`src/rtl/nts_rx_axis_adapter_pkg.sv`:
```
// Shared definitions for the NTS MAC RX AXI4-Stream adapter: Ethernet frame
// limits, bus geometry and the receive FSM state encoding.
package nts_rx_axis_adapter_pkg;

    localparam int BYTES_PER_WORD = 8;
    localparam int ETH_MIN_BYTES  = 60;
    localparam int ETH_MAX_BYTES  = 1518;

    typedef enum logic [1:0] {
        ST_SYNC  = 2'd0,
        ST_IDLE  = 2'd1,
        ST_FRAME = 2'd2,
        ST_DROP  = 2'd3
    } rx_state_e;

endpackage

```
`src/rtl/nts_keep_check.sv`:
```
// Combinational tkeep analysis for one 8-byte beat: number of enabled bytes,
// whether the enables form a run starting at byte 0, and whether all are set.
module nts_keep_check
    import nts_rx_axis_adapter_pkg::*;
(
    input  logic [BYTES_PER_WORD-1:0] keep_i,
    output logic [3:0]                popcount_o,
    output logic                      contiguous_o,
    output logic                      full_o
);

    logic [BYTES_PER_WORD-1:0] keep_inc;

    // A run of ones from bit 0 is exactly a value of the form 2^k-1,
    // so adding one carries through every set bit and leaves no overlap.
    always_comb begin
        popcount_o = '0;
        for (int i = 0; i < BYTES_PER_WORD; i++) begin
            popcount_o = popcount_o + {3'b000, keep_i[i]};
        end
        keep_inc     = keep_i + BYTES_PER_WORD'(1);
        contiguous_o = ((keep_i & keep_inc) == '0);
        full_o       = &keep_i;
    end

endmodule

```
`src/rtl/nts_rx_axis_adapter.sv`:
```
// AXI4-Stream (64-bit) to NTS MAC RX adapter. Converts keep/data to the
// byte-reversed NTS layout with one register stage, validates frame length
// and keep shape, drops oversize frames and keeps saturating statistics.
// There is no back-pressure: every input beat is consumed in its cycle.
module nts_rx_axis_adapter
    import nts_rx_axis_adapter_pkg::*;
#(
    parameter int DATA_WIDTH = 64,
    parameter int MIN_BYTES  = ETH_MIN_BYTES,
    parameter int MAX_BYTES  = ETH_MAX_BYTES,
    parameter int LEN_WIDTH  = 16,
    parameter int CNT_WIDTH  = 32
) (
    input  logic                      i_areset,
    input  logic                      i_clk,
    input  logic                      i_axis_tvalid,
    input  logic [DATA_WIDTH-1:0]     i_axis_tdata,
    input  logic [BYTES_PER_WORD-1:0] i_axis_tkeep,
    input  logic                      i_axis_tlast,
    input  logic                      i_axis_tuser,
    output logic [BYTES_PER_WORD-1:0] o_mac_rx_data_valid,
    output logic [DATA_WIDTH-1:0]     o_mac_rx_data,
    output logic                      o_mac_rx_good_frame,
    output logic                      o_mac_rx_bad_frame,
    output logic [CNT_WIDTH-1:0]      o_cnt_good,
    output logic [CNT_WIDTH-1:0]      o_cnt_bad,
    output logic [CNT_WIDTH-1:0]      o_cnt_oversize
);

    function automatic logic [LEN_WIDTH-1:0] sat_add_len(input logic [LEN_WIDTH-1:0] a,
                                                         input logic [3:0]           b);
        logic [LEN_WIDTH:0] sum;
        sum = {1'b0, a} + {{(LEN_WIDTH-3){1'b0}}, b};
        return sum[LEN_WIDTH] ? '1 : sum[LEN_WIDTH-1:0];
    endfunction

    function automatic logic [CNT_WIDTH-1:0] sat_inc_cnt(input logic [CNT_WIDTH-1:0] c,
                                                         input logic                 en);
        if (en && (c != '1)) begin
            return c + CNT_WIDTH'(1);
        end
        return c;
    endfunction

    function automatic logic [DATA_WIDTH-1:0] byte_swap(input logic [DATA_WIDTH-1:0] d);
        logic [DATA_WIDTH-1:0] o;
        for (int i = 0; i < BYTES_PER_WORD; i++) begin
            o[8*(BYTES_PER_WORD-1-i) +: 8] = d[8*i +: 8];
        end
        return o;
    endfunction

    function automatic logic [BYTES_PER_WORD-1:0] keep_rev(input logic [BYTES_PER_WORD-1:0] k);
        logic [BYTES_PER_WORD-1:0] o;
        for (int i = 0; i < BYTES_PER_WORD; i++) begin
            o[BYTES_PER_WORD-1-i] = k[i];
        end
        return o;
    endfunction

    rx_state_e                 state_q, state_d;
    logic [LEN_WIDTH-1:0]      len_q, len_d;
    logic                      drop_ovs_q, drop_ovs_d;
    logic [BYTES_PER_WORD-1:0] valid_q, valid_d;
    logic [DATA_WIDTH-1:0]     data_q, data_d;
    logic                      good_q, good_d;
    logic                      bad_q, bad_d;
    logic                      ovs_evt;
    logic [CNT_WIDTH-1:0]      cnt_good_q, cnt_good_d;
    logic [CNT_WIDTH-1:0]      cnt_bad_q, cnt_bad_d;
    logic [CNT_WIDTH-1:0]      cnt_ovs_q, cnt_ovs_d;

    logic [3:0]                keep_pop;
    logic                      keep_contig;
    logic                      keep_full;
    logic [LEN_WIDTH-1:0]      len_acc;
    logic [LEN_WIDTH-1:0]      len_beat;
    logic                      frame_good;

    nts_keep_check u_keep_check (
        .keep_i       (i_axis_tkeep),
        .popcount_o   (keep_pop),
        .contiguous_o (keep_contig),
        .full_o       (keep_full)
    );

    // Frame status terms for the current beat; len_beat is the post-beat length.
    always_comb begin
        len_acc    = sat_add_len(len_q, keep_pop);
        len_beat   = (state_q == ST_FRAME) ? len_acc : LEN_WIDTH'(keep_pop);
        frame_good = !i_axis_tuser && keep_contig && (keep_pop != 4'd0) &&
                     (len_beat >= LEN_WIDTH'(MIN_BYTES)) &&
                     (len_beat <= LEN_WIDTH'(MAX_BYTES));
    end

    // Next state, output word and status pulses; data holds unless a beat is emitted.
    always_comb begin
        state_d    = state_q;
        len_d      = len_q;
        drop_ovs_d = drop_ovs_q;
        valid_d    = '0;
        data_d     = data_q;
        good_d     = 1'b0;
        bad_d      = 1'b0;
        ovs_evt    = 1'b0;
        case (state_q)
            ST_SYNC: begin
                if (i_axis_tvalid && i_axis_tlast) begin
                    state_d = ST_IDLE;
                end
            end
            ST_IDLE: begin
                if (i_axis_tvalid) begin
                    len_d = LEN_WIDTH'(keep_pop);
                    if (i_axis_tlast) begin
                        valid_d = keep_rev(i_axis_tkeep);
                        data_d  = byte_swap(i_axis_tdata);
                        good_d  = frame_good;
                        bad_d   = !frame_good;
                    end else if (!keep_full) begin
                        drop_ovs_d = 1'b0;
                        state_d    = ST_DROP;
                    end else begin
                        valid_d = keep_rev(i_axis_tkeep);
                        data_d  = byte_swap(i_axis_tdata);
                        state_d = ST_FRAME;
                    end
                end
            end
            ST_FRAME: begin
                if (i_axis_tvalid) begin
                    len_d = len_acc;
                    if (len_acc > LEN_WIDTH'(MAX_BYTES)) begin
                        // Oversize: nothing past the limit is delivered.
                        if (i_axis_tlast) begin
                            bad_d   = 1'b1;
                            ovs_evt = 1'b1;
                            state_d = ST_IDLE;
                        end else begin
                            drop_ovs_d = 1'b1;
                            state_d    = ST_DROP;
                        end
                    end else if (i_axis_tlast) begin
                        valid_d = keep_rev(i_axis_tkeep);
                        data_d  = byte_swap(i_axis_tdata);
                        good_d  = frame_good;
                        bad_d   = !frame_good;
                        state_d = ST_IDLE;
                    end else if (!keep_full) begin
                        drop_ovs_d = 1'b0;
                        state_d    = ST_DROP;
                    end else begin
                        valid_d = keep_rev(i_axis_tkeep);
                        data_d  = byte_swap(i_axis_tdata);
                    end
                end
            end
            ST_DROP: begin
                if (i_axis_tvalid && i_axis_tlast) begin
                    bad_d   = 1'b1;
                    ovs_evt = drop_ovs_q;
                    state_d = ST_IDLE;
                end
            end
        endcase
        cnt_good_d = sat_inc_cnt(cnt_good_q, good_d);
        cnt_bad_d  = sat_inc_cnt(cnt_bad_q, bad_d);
        cnt_ovs_d  = sat_inc_cnt(cnt_ovs_q, ovs_evt);
    end

    // State, length counter, output stage and statistics; reset enters SYNC.
    always_ff @(posedge i_clk or posedge i_areset) begin
        if (i_areset) begin
            state_q    <= ST_SYNC;
            len_q      <= '0;
            drop_ovs_q <= 1'b0;
            valid_q    <= '0;
            data_q     <= '0;
            good_q     <= 1'b0;
            bad_q      <= 1'b0;
            cnt_good_q <= '0;
            cnt_bad_q  <= '0;
            cnt_ovs_q  <= '0;
        end else begin
            state_q    <= state_d;
            len_q      <= len_d;
            drop_ovs_q <= drop_ovs_d;
            valid_q    <= valid_d;
            data_q     <= data_d;
            good_q     <= good_d;
            bad_q      <= bad_d;
            cnt_good_q <= cnt_good_d;
            cnt_bad_q  <= cnt_bad_d;
            cnt_ovs_q  <= cnt_ovs_d;
        end
    end

    assign o_mac_rx_data_valid = valid_q;
    assign o_mac_rx_data       = data_q;
    assign o_mac_rx_good_frame = good_q;
    assign o_mac_rx_bad_frame  = bad_q;
    assign o_cnt_good          = cnt_good_q;
    assign o_cnt_bad           = cnt_bad_q;
    assign o_cnt_oversize      = cnt_ovs_q;

endmodule

```
`config.mk`:
```
export PLATFORM = sky130hd
export DESIGN_NAME = nts_rx_axis_adapter
export DESIGN_NICKNAME = d
export VERILOG_FILES = /design/src/rtl/nts_rx_axis_adapter_pkg.sv /design/src/rtl/nts_keep_check.sv /design/src/rtl/nts_rx_axis_adapter.sv
export SDC_FILE = /design/constraint.sdc
export NUM_CORES = 1
export LEC_CHECK = 0
export ABC_AREA = 1
export BUFFER_PORTS_ARGS = -buffer_cell sky130_fd_sc_hd__buf_2
export CORE_MARGIN = 2
export CORE_UTILIZATION = 59
export CTS_BUF_LIST = sky130_fd_sc_hd__clkbuf_16
export DETAILED_ROUTE_END_ITERATION = 10
export GPL_TIMING_DRIVEN = 1
export PLACE_DENSITY = 0.95
export SYNTH_ARGS = -nofsm -noshare
export SYNTH_HDL_FRONTEND = slang
export SYNTH_HIERARCHICAL = 1
export SYNTH_SLANG_ARGS = --single-unit
```
`constraint.sdc`:
```
create_clock -name i_clk -period 8.1 [get_ports i_clk]
set_clock_uncertainty 0.05 [all_clocks]
set_input_delay 0 -clock i_clk [delete_from_list [all_inputs] [get_ports i_clk]]
set_output_delay 0 -clock i_clk [all_outputs]
set_load 0.02 [all_outputs]
```
* Word-level counts from Yosys, hierarchy flattened
Index checks and enable logic that the tools add are counted.
** Word-level totals
- Register bits :: 189
- Input bits :: 77
- Output and inout port bits :: 170
- Word-level logic and storage cells :: 115
** Operators by class
- Add/subtract/negate cells :: 12
- Magnitude comparators :: 3
- Equality and inequality tests :: 13
- Muxes and demuxes :: 56
- Bitwise gates (word level) :: 1
- Reductions and logical operators :: 20
** Operators with widths (count)
- 2-to-1 mux 64 bit :: 5
- one-hot mux 64 bit (2 select lines) :: 1
- adder 32 x 1 -> 32 bit, second input constant :: 3
- 2-to-1 mux 32 bit :: 3
- != test 32 bit, second input constant :: 3
- 2-to-1 mux 16 bit :: 4
- 2-to-1 mux 8 bit :: 5
- one-hot mux 16 bit (2 select lines) :: 1
- adder 4 x 1 -> 4 bit :: 6
- 2-to-1 mux 1 bit :: 23
- adder 16 x 4 -> 17 bit :: 1
- greater-or-equal comparator 16 x 6 -> 1 bit, second input constant :: 1
- > comparator 16 x 11 -> 1 bit, second input constant :: 1
- <= comparator 16 x 11 -> 1 bit, second input constant :: 1
- 2-to-1 mux 2 bit :: 8
- one-hot mux 8 bit (2 select lines) :: 1
- adder 8 x 1 -> 8 bit, second input constant :: 1
- bitwise AND 8 bit :: 1
- logical AND 1 bit :: 8
- logical NOT 8 bit :: 1
- != test 2 bit, second input constant :: 4
- AND reduction 4 bit :: 2
- AND reduction 8 bit :: 1
- one-hot mux 1 bit (2 select lines) :: 3
- 15 further kinds :: 17

* Longest topological paths before layout
Gate-level depths: netlist (run 1).
- Depth in word-level cells :: 20
- Gate-level depth with buffers :: 32
- Gate-level depth less buffers :: 31

* Cells and area by module
The synthesis (run 1) kept the hierarchy.
** Modules (own cells, without submodules)
- nts_rx_axis_adapter :: times used 1, cells each 1368, area each 10338.7 µm², sequential area each 4729.5 µm²
- nts_keep_check :: times used 1, cells each 38, area each 266.5 µm², sequential area each 0.0 µm²

* Worst setup path after synthesis (run 1)
Ideal clock, no wire load.
- Path type :: input to register
- Start :: in i_axis_tkeep[0]
- End :: reg cnt_ovs_q[3] (netlist: o_cnt_oversize[3])
- Setup time :: 0.132 ns
- Arrival time :: 4.283 ns
- Required time :: 7.918 ns
- Path slack :: 3.635 ns
- Cell stages on the path :: 28
- Buffers on the path :: 3
- Path through :: fa_1 > inv_1 > fa_1 > fa_1 > inv_1 > ha_1 > inv_1 > fa_1 > inv_1 > fa_1 > nand2_1 > nand2_1 > nand2_1 > nor2_4 > nand2_2 > buf_6 > nand3_1 > nor2_1 > nand2_1 > nor2_1 > nand2_2 > nand2_4 > nand2_2 > nand2_2 > buf_6 > buf_6 > nor2_4 > xor2_1
** On the way
- Longest elaborated chain between the ends :: 15
** Ends and longest elaborated chain
- start, declared :: line nts_rx_axis_adapter.sv:18 : input logic [BYTES_PER_WORD-1:0] i_axis_tkeep,
- adder 1 x 1 -> 2 bit :: line nts_keep_check.sv:19 : popcount_o = popcount_o + {3'b000, keep_i[i]};
- adder 4 x 1 -> 4 bit (6 in series) :: line nts_keep_check.sv:19
- net keep_pop[1] :: line nts_rx_axis_adapter.sv:73 : logic [3:0] keep_pop;
- adder 16 x 4 -> 17 bit :: line nts_rx_axis_adapter.sv:33 : sum = {1'b0, a} + {{(LEN_WIDTH-3){1'b0}}, b};
- 2-to-1 mux 16 bit :: line nts_rx_axis_adapter.sv:34 : return sum[LEN_WIDTH] ? '1 : sum[LEN_WIDTH-1:0];
- > comparator 16 x 11 -> 1 bit :: line nts_rx_axis_adapter.sv:133 : if (len_acc > LEN_WIDTH'(MAX_BYTES)) begin
- 2-to-1 mux 1 bit :: line nts_rx_axis_adapter.sv:133
- 2-to-1 mux 1 bit :: line nts_rx_axis_adapter.sv:131 : if (i_axis_tvalid) begin
- one-hot mux 1 bit (2 select lines) :: line nts_rx_axis_adapter.sv:106 : case (state_q)
- logical AND 1 bit :: line nts_rx_axis_adapter.sv:39 : if (en && (c != '1)) begin
- 2-to-1 mux 1 bit :: line nts_rx_axis_adapter.sv:39
- end signal, assigned :: line nts_rx_axis_adapter.sv:194 : cnt_ovs_q <= cnt_ovs_d;
- end, declared :: line nts_rx_axis_adapter.sv:71 : logic [CNT_WIDTH-1:0] cnt_ovs_q, cnt_ovs_d;
The timed path passes the listed nets, and every way through them passes these cells.
A chain may end at the register's enable or synchronous reset.

* Final worst setup path (run 1)
- Start :: in i_axis_tkeep[0]
- End :: reg data_q[49] (netlist: o_mac_rx_data[49])
** On the way
- Longest elaborated chain between the ends :: 12
- Elaborated cells between the ends (all ways) :: 19
- Classes of those cells :: add/sub: 8; order compare: 1; eq/ne: 1; mux: 7; reduce/logical: 2
** Ends and longest elaborated chain
- adder 1 x 1 -> 2 bit :: line nts_keep_check.sv:19
- adder 4 x 1 -> 4 bit (6 in series) :: line nts_keep_check.sv:19
- net keep_pop[2] :: line nts_rx_axis_adapter.sv:73
- adder 16 x 4 -> 17 bit :: line nts_rx_axis_adapter.sv:33
- 2-to-1 mux 16 bit :: line nts_rx_axis_adapter.sv:34
- > comparator 16 x 11 -> 1 bit :: line nts_rx_axis_adapter.sv:133
- != test 2 bit (no source line)
- AND reduction 4 bit (no source line)
- end signal, assigned :: line nts_rx_axis_adapter.sv:189 : data_q <= data_d;
- end, declared :: line nts_rx_axis_adapter.sv:65 : logic [DATA_WIDTH-1:0] data_q, data_d;
The timed path passes the listed nets, and every way through them passes these cells. The select of a mux whose other input is x is not followed.

==> results of run 1 <==
cell usage in the layout (no fill, tap or decap), types with 9 or more instances in the layout:
cell type / count
ha_1: 16
dlygate4sd3_1: 76
nor4_1: 16
xor2_1: 42
nand2_1: 410
nand4_1: 58
nand3_1: 90
inv_1: 205
xnor2_1: 24
dfrtp_1: 189
nor3_1: 21
o21ai_0: 110
nor2_1: 116
a21oi_1: 9
clkbuf_16: 17
buf_2: 246
registers in the layout (all words and copies together), names as in the netlist:
name                 flops
drop_ovs_q               1
len_q                   16
o_cnt_bad               32
o_cnt_good              32
o_cnt_oversize          32
o_mac_rx_bad_frame       1
o_mac_rx_data           64
o_mac_rx_data_valid      8
o_mac_rx_good_frame      1
state_q                  2
Yosys cell counts, types with 2 or more instances:
cell type	instances
dfrtp_1	189
and2_1	2
buf_4	3
clkbuf_1	12
nor2_2	6
nand3b_1	8
buf_2	20
o22ai_1	3
nand4_1	58
ha_1	16
fa_1	5
inv_2	3
nand2_1	410
o21ai_0	110
inv_1	206
nand3_2	3
xor2_1	42
buf_6	6
nand2_2	6
or2_2	3
nor3_1	21
o21ai_1	2
nor2_1	116
nor4_1	16
a21oi_1	9
nor2_4	6
xnor2_1	24
nand3_1	91
layer usage:
| layer | part of all wire, % | vias up |
|---|---|---|
| li1 | - | 5049 |
| met1 | 38 | 5142 |
| met2 | 48 | 683 |
| met3 | 8.9 | 124 |
| met4 | 4.6 | 0 |
| met5 | 0 | - |
worst max-delay path by stage:
stage                         start                       endpoint  slack [ns]
detailed placement  i_axis_tkeep[0]      o_cnt_bad[15]$_DFFE_PP0P_        2.25
finish              i_axis_tkeep[0]  o_mac_rx_data[49]$_DFFE_PP0P_        1.85
global placement    i_axis_tkeep[0]      o_cnt_bad[29]$_DFFE_PP0P_        2.48
floorplan                  i_areset         drop_ovs_q$_DFFE_PP0P_        2.91
CTS                 i_axis_tkeep[0]      o_cnt_bad[24]$_DFFE_PP0P_        2.16
global route        i_axis_tkeep[0]  o_mac_rx_data[12]$_DFFE_PP0P_        1.33
stage by stage:
stage                     power [mW]  util (%)  worst slack [ns]
final                          3.243     74.73             1.854
after global routing           3.380     74.73             1.330
after CTS                      3.143     74.73             2.164
after detailed placement       2.257     67.06             2.252
after global placement         2.214     67.06             2.476
after floorplan                1.933         -             2.908
cell families (layout without fill, tap and decap cells):
kind of cell / count (synthesis) / in the layout / synth area share, %
buffers and inverters: 251 / 566 / 9.651
flip-flops: 189 / 189 / 44.60
AND/OR/NAND/NOR: 751 / 751 / 31.27
AO/OA/AOI/OAI: 128 / 128 / 6.206
adder cells (fa/ha/maj): 21 / 21 / 2.832
XOR/XNOR: 66 / 66 / 5.451
layout make-up:
type / count / share of cell area, %
Timing Repair Buffer: 324 / 15.10
Tap cell: 229 / 2.157
Inverter: 210 / 5.989
Clock buffer: 17 / 3.202
Multi-Input combinational cell: 966 / 36.61
Sequential cell: 189 / 35.60
Clock inverter: 15 / 1.337
worst max-delay path: cells and delay by family:
family / cells / cell delay, ns
buffers and inverters: 5 / 0.91
XOR/XNOR: 1 / 0.27
adder cells (fa/ha/maj): 6 / 2.43
AND/OR/NAND/NOR: 12 / 2.14
AO/OA/AOI/OAI: 1 / 0.67
where the power goes:
group          switching, mW  internal [mW]  total, mW
combinational          0.758          0.336       1.09
sequential             0.149           1.14       1.28
clock                  0.421          0.443      0.864
total                   1.33           1.91       3.24
==> flow_summary.ini, run 1 <==
[synthesis]
synth.avg_cell_area_sq_um = 7.543
synth_edf_count = 0
synth_top_area_share_pct = 44.60
yosysTopAreaCell = dfrtp_1
yosys.cell_types.count = 38
synth_area_leaders = dfrtp_1, nand2_1, inv_1
syn_nets = 1504
ys_warn_count = 6
async_flop_share_pct = 100.0
synth_area_sq_um = 10610
ys.flop_type = dfrtp_1
yosysSeqAreaShare_pct = 44.60
synthCells = 1406
synth-seq-cells = 189

[placement]
dp_cells = 1842
placedInstanceArea_sq_um = 11920
hpwl_mm = 20.06
gp_congestion = 0.9481
io_buffer_count = 246

[grt]
grt_max_degree = 130
antenna_found_initial = 0
met3_usage_pct = 6.858
grt_use_met1_pct = 41.26
track_usage_pct = 33.46
busiest_layer = met2
grt_overflow = 0
grt_pass1_wl_mm = 52.21
grt_pass1_vias = 10526
use_met2_pct = 56.51

[timing]
hold_viol_final = 0
fmax_mhz = 160.1
min_period_ns = 6.246
slew_headroom_pct = 20.64
setup_viol = 0
final_max_slew_viol_count = 0
timing.final.crit_share_pct = 77.11
rsz0062_at_grt = no
fin_tns_setup_ns = 0
tightest_slew_ns = 1.190
hold_slack_ns = 0.1995

[power_and_ir_drop]
p_per_area_nw_per_um2 = 244.1
peakVddDrop_uv = 185.7
p_leak_nw = 7.134

[final_layout]
areaGrowthSynthToFinish_pct = 25.28
fin_area_sq_um = 13290
regArea_sq_um = 4730
multi_input_area_sq_um = 4865
insertedDiodeCount = 0
fillCellCount = 1238
nNetsFinal = 1806
drive_above_1_share_pct = 18.25
instances_no_fill = 1950

[die]
placementRows = 49
die_h_um = 138.1
start_util_pct = 59.65
chipWidth_um = 138.1
core_area_sq_um = 17780
io_pins = 247
floorplan.die_area_sq_um = 19060

[clocking]
ctsResizeCount = 0
root_buffer = clkbuf_16
cts_setup_buffers = 0
cts.clk_slew.worst_paths_ns = 0.07
numCtsBuffers = 17
cts_buffer_depth = 2
clk_latency_ns = 0.45
cts_hold_buf = 76
numClockSinks = 189
cts_tree = built
cts.htree.levels = 4

[hold_path]
hold_path_class = in2async

[critical_path]
cp_data_required_time_ns = 8.34
r2r_slack_ns = 3.91
worstReg2RegStart = len_q[0]$_DFFE_PP0P_
reg2reg_depth = 15
cp_slowest_cell = nand3_4
cp_max_fo = 129
cp-start-kind = input pin
worstSetupPathType = in2reg
end_kind = flop
timing.rr.end = o_mac_rx_data[49]$_DFFE_PP0P_
max_stage_delay_ns = 0.84
cp.arrival_ns = 6.49

[detailed_routing]
vias = 10998
avgRoutedWirePerCell_um = 16.62
vias_per_cell = 5.640
postRouteAntennaNets = 0
drc = 0
drt_iter0_drc = 912
drt-pass1-iter-count = 5
routed_wl_mm = 32.41

[run]
cap_viol_max_count = 0

[outcome]
status = finished, final reports clean
No activity file was read; power rests on OpenSTA's default activity.
==> run 2: changes to the inputs <==
--- a/config.mk
+++ b/config.mk
@@ -8,11 +8,11 @@
 export ABC_AREA = 1
 export BUFFER_PORTS_ARGS = -buffer_cell sky130_fd_sc_hd__buf_2
 export CORE_MARGIN = 2
-export CORE_UTILIZATION = 59
+export CORE_UTILIZATION = 55
 export CTS_BUF_LIST = sky130_fd_sc_hd__clkbuf_16
 export DETAILED_ROUTE_END_ITERATION = 10
 export GPL_TIMING_DRIVEN = 1
-export PLACE_DENSITY = 0.95
+export PLACE_DENSITY = 0.92
 export SYNTH_ARGS = -nofsm -noshare
 export SYNTH_HDL_FRONTEND = slang
 export SYNTH_HIERARCHICAL = 1
==> constraint.sdc (replaced) <==
create_clock -name i_clk -period 5.9 [get_ports i_clk]
set_clock_uncertainty 0.05 [all_clocks]
set_input_delay 0 -clock i_clk [delete_from_list [all_inputs] [get_ports i_clk]]
set_output_delay 0 -clock i_clk [all_outputs]
set_load 0.02 [all_outputs]
==> run 2 against run 1 <==
Against the previous run: non-clock buffer count is 4 higher; combinational power increased by 42%; critical path depth is the same; critical endpoint is now o_mac_rx_data[6]$_DFFE_PP0P_.
==> flow_summary.ini, run 2 (synthesis results as in run 1) <==
[final_layout]
mostFrequentLayoutCells = nand2_1, buf_2, inv_1, dfrtp_1, nor2_1
largest_reg_flops = 64
regArea_sq_um = 4730
final_common_cell = nand2_1
drive_above_1_share_pct = 18.70
fin_area_sq_um = 13420
nNetsFinal = 1812
fin_util_pct = 71.24
multi_input_area_sq_um = 4897
areaGrowthSynthToFinish_pct = 26.50
fillCellCount = 1351

[die]
placementRows = 50
start_util_pct = 56.32
die_h_um = 142.9
io_pins = 247
core_area_sq_um = 18830
floorplan.die_area_sq_um = 20410
chipWidth_um = 142.9

[detailed_routing]
drt_iter0_drc = 965
drt-pass1-iter-count = 7
drc = 0
postRouteAntennaNets = 0
avgRoutedWirePerCell_um = 17.05
vias = 11037
routed_wl_mm = 33.89
vias_per_cell = 5.552

[grt]
grt_overflow = 0
grt_pass1_vias = 10669
busiest_layer = met2
grt_pass1_wl_mm = 52.41
grt_max_degree = 129
met3_usage_pct = 5.332
grt_use_met1_pct = 39.61
use_met2_pct = 55.52
antenna_found_initial = 1
track_usage_pct = 32.33

[clocking]
clk_latency_ns = 0.44
root_buffer = clkbuf_16
cts_buffer_depth = 2
cts_tree = built
cts_setup_buffers = 0
numClockSinks = 189
numCtsBuffers = 17
cts.htree.levels = 4
cts.clk_slew.worst_paths_ns = 0.09

[critical_path]
cp_data_required_time_ns = 6.17
cp.arrival_ns = 6.15
end_kind = flop
r2r_slack_ns = 1.97
reg2reg_depth = 7
cp_max_fo = 30
worstSetupPathType = in2reg
worstReg2RegStart = state_q[0]$_DFFE_PP0P_
timing.rr.end = len_q[0]$_DFFE_PP0P_
cp-start-kind = input pin

[power_and_ir_drop]
p_leak_nw = 7.198
p_per_area_nw_per_um2 = 337.3
peakVddDrop_uv = 282.2

[timing]
timing.final.crit_share_pct = 99.71
hold_viol_final = 0
tightest_slew_ns = 1.455
final_max_slew_viol_count = 0
setup_viol = 0
min_period_ns = 5.883
slew_headroom_pct = 2.635
fmax_mhz = 170.0

[outcome]
status = finished, final reports clean

[hold_path]
hold_depth = 5
hold_end = o_mac_rx_bad_frame$_DFF_PP0_
hold_path_class = in2reg
hold_path_startpoint = i_axis_tvalid

[placement]
placedInstanceArea_sq_um = 12010
io_buffer_count = 246
gp_congestion = 0.9542
hpwl_mm = 20.82

[run]
cap_viol_max_count = 0
run 2: changes by cell type in the layout (fill, tap and decap cells not counted), moves of 2 or more:
cell | previous run | this run
buf_4 | 2 | 7
clkinv_8 | 2 | 5
inv_12 | 0 | 3
clkinvlp_4 | 2 | 0
dlygate4sd3_1 | 76 | 74
nand2_2 | 6 | 4
nand2_4 | 1 | 3
nand3_2 | 3 | 5
run 2: worst max path at each step:
| stage | from | to | slack, ns | cells after the start |
|---|---|---|---|---|
| 6_report | i_axis_tkeep[0] | o_mac_rx_data[6]$_DFFE_PP0P_ | 0.02 | 25 |
| 2_1_floorplan | i_areset | drop_ovs_q$_DFFE_PP0P_ | 0.71 | 1 |
| 5_1_grt | i_axis_tkeep[0] | o_mac_rx_data[6]$_DFFE_PP0P_ | -0.01 | 26 |
| 4_1_cts | i_axis_tkeep[0] | o_mac_rx_data[43]$_DFFE_PP0P_ | 0.27 | 28 |
| 3_5_place_dp | i_axis_tkeep[0] | o_mac_rx_data[38]$_DFFE_PP0P_ | 0.40 | 28 |
| 3_3_place_gp | i_axis_tkeep[0] | o_mac_rx_data[60]$_DFFE_PP0P_ | 0.59 | 26 |
run 2: routing by layer:
metal  wire length (um)  vias to the layer above
li1                   -                     5072
met1              12780                     5112
met2              16400                      703
met3               2957                      150
met4               1750                        0
met5                  0                        -
run 2: metrics by stage:
stage / setup TNS [ns] / hold slack, ns / setup slack, ns / cells / total power, mW
global placement: 0 / 0.1992 / 0.5930 / 1879 / 3.054
detailed placement: 0 / 0.2061 / 0.3987 / 1879 / 3.112
floorplan: 0 / 0.05623 / 0.7079 / 1406 / 2.654
finish: 0 / 0.03878 / 0.01694 / 1988 / 4.525
global route: -0.01029 / 0.08010 / -0.01029 / 1988 / 4.726
CTS: 0 / 0.007525 / 0.2652 / 1985 / 4.366
run 2: timing repair:
item	CTS	global route
gates resized for setup	0	6
endpoints found under the hold margin	200	0
hold buffers	74	0
endpoints found under the setup margin	0	47
run 2: final cells by class:
type | instances | area share (%)
Multi-Input combinational cell | 968 | 36.50
Sequential cell | 189 | 35.25
Timing Repair Buffer | 328 | 15.17
Inverter | 210 | 5.950
Clock buffer | 17 | 3.171
Tap cell | 260 | 2.425
Clock inverter | 15 | 1.502
Antenna cell | 1 | 0.01865
run 2: report_power, final:
| group | internal [mW] | switching, mW |
|---|---|---|
| combinational | 0.477 | 1.07 |
| clock | 0.589 | 0.622 |
| sequential | 1.56 | 0.207 |
run 2: worst max-delay path, cell delays in order:
cell and delay, ns:
dlygate4sd3_1 0.54, buf_2 0.16, fa_1 0.56, inv_1 0.05, fa_1 0.53, fa_1 0.46
inv_1 0.08, ha_1 0.19, inv_1 0.08, fa_1 0.40, xnor2_1 0.31, ha_2 0.41
nand3_1 0.12, nand2_1 0.14, nand4_1 0.30, o21ai_0 0.17, nand2_1 0.09, nand2_1 0.05
nand2_1 0.06, nand2_1 0.06, nand2_1 0.07, nand2_2 0.08, nand2_4 0.18, nand3_2 0.53
o21ai_0 0.50
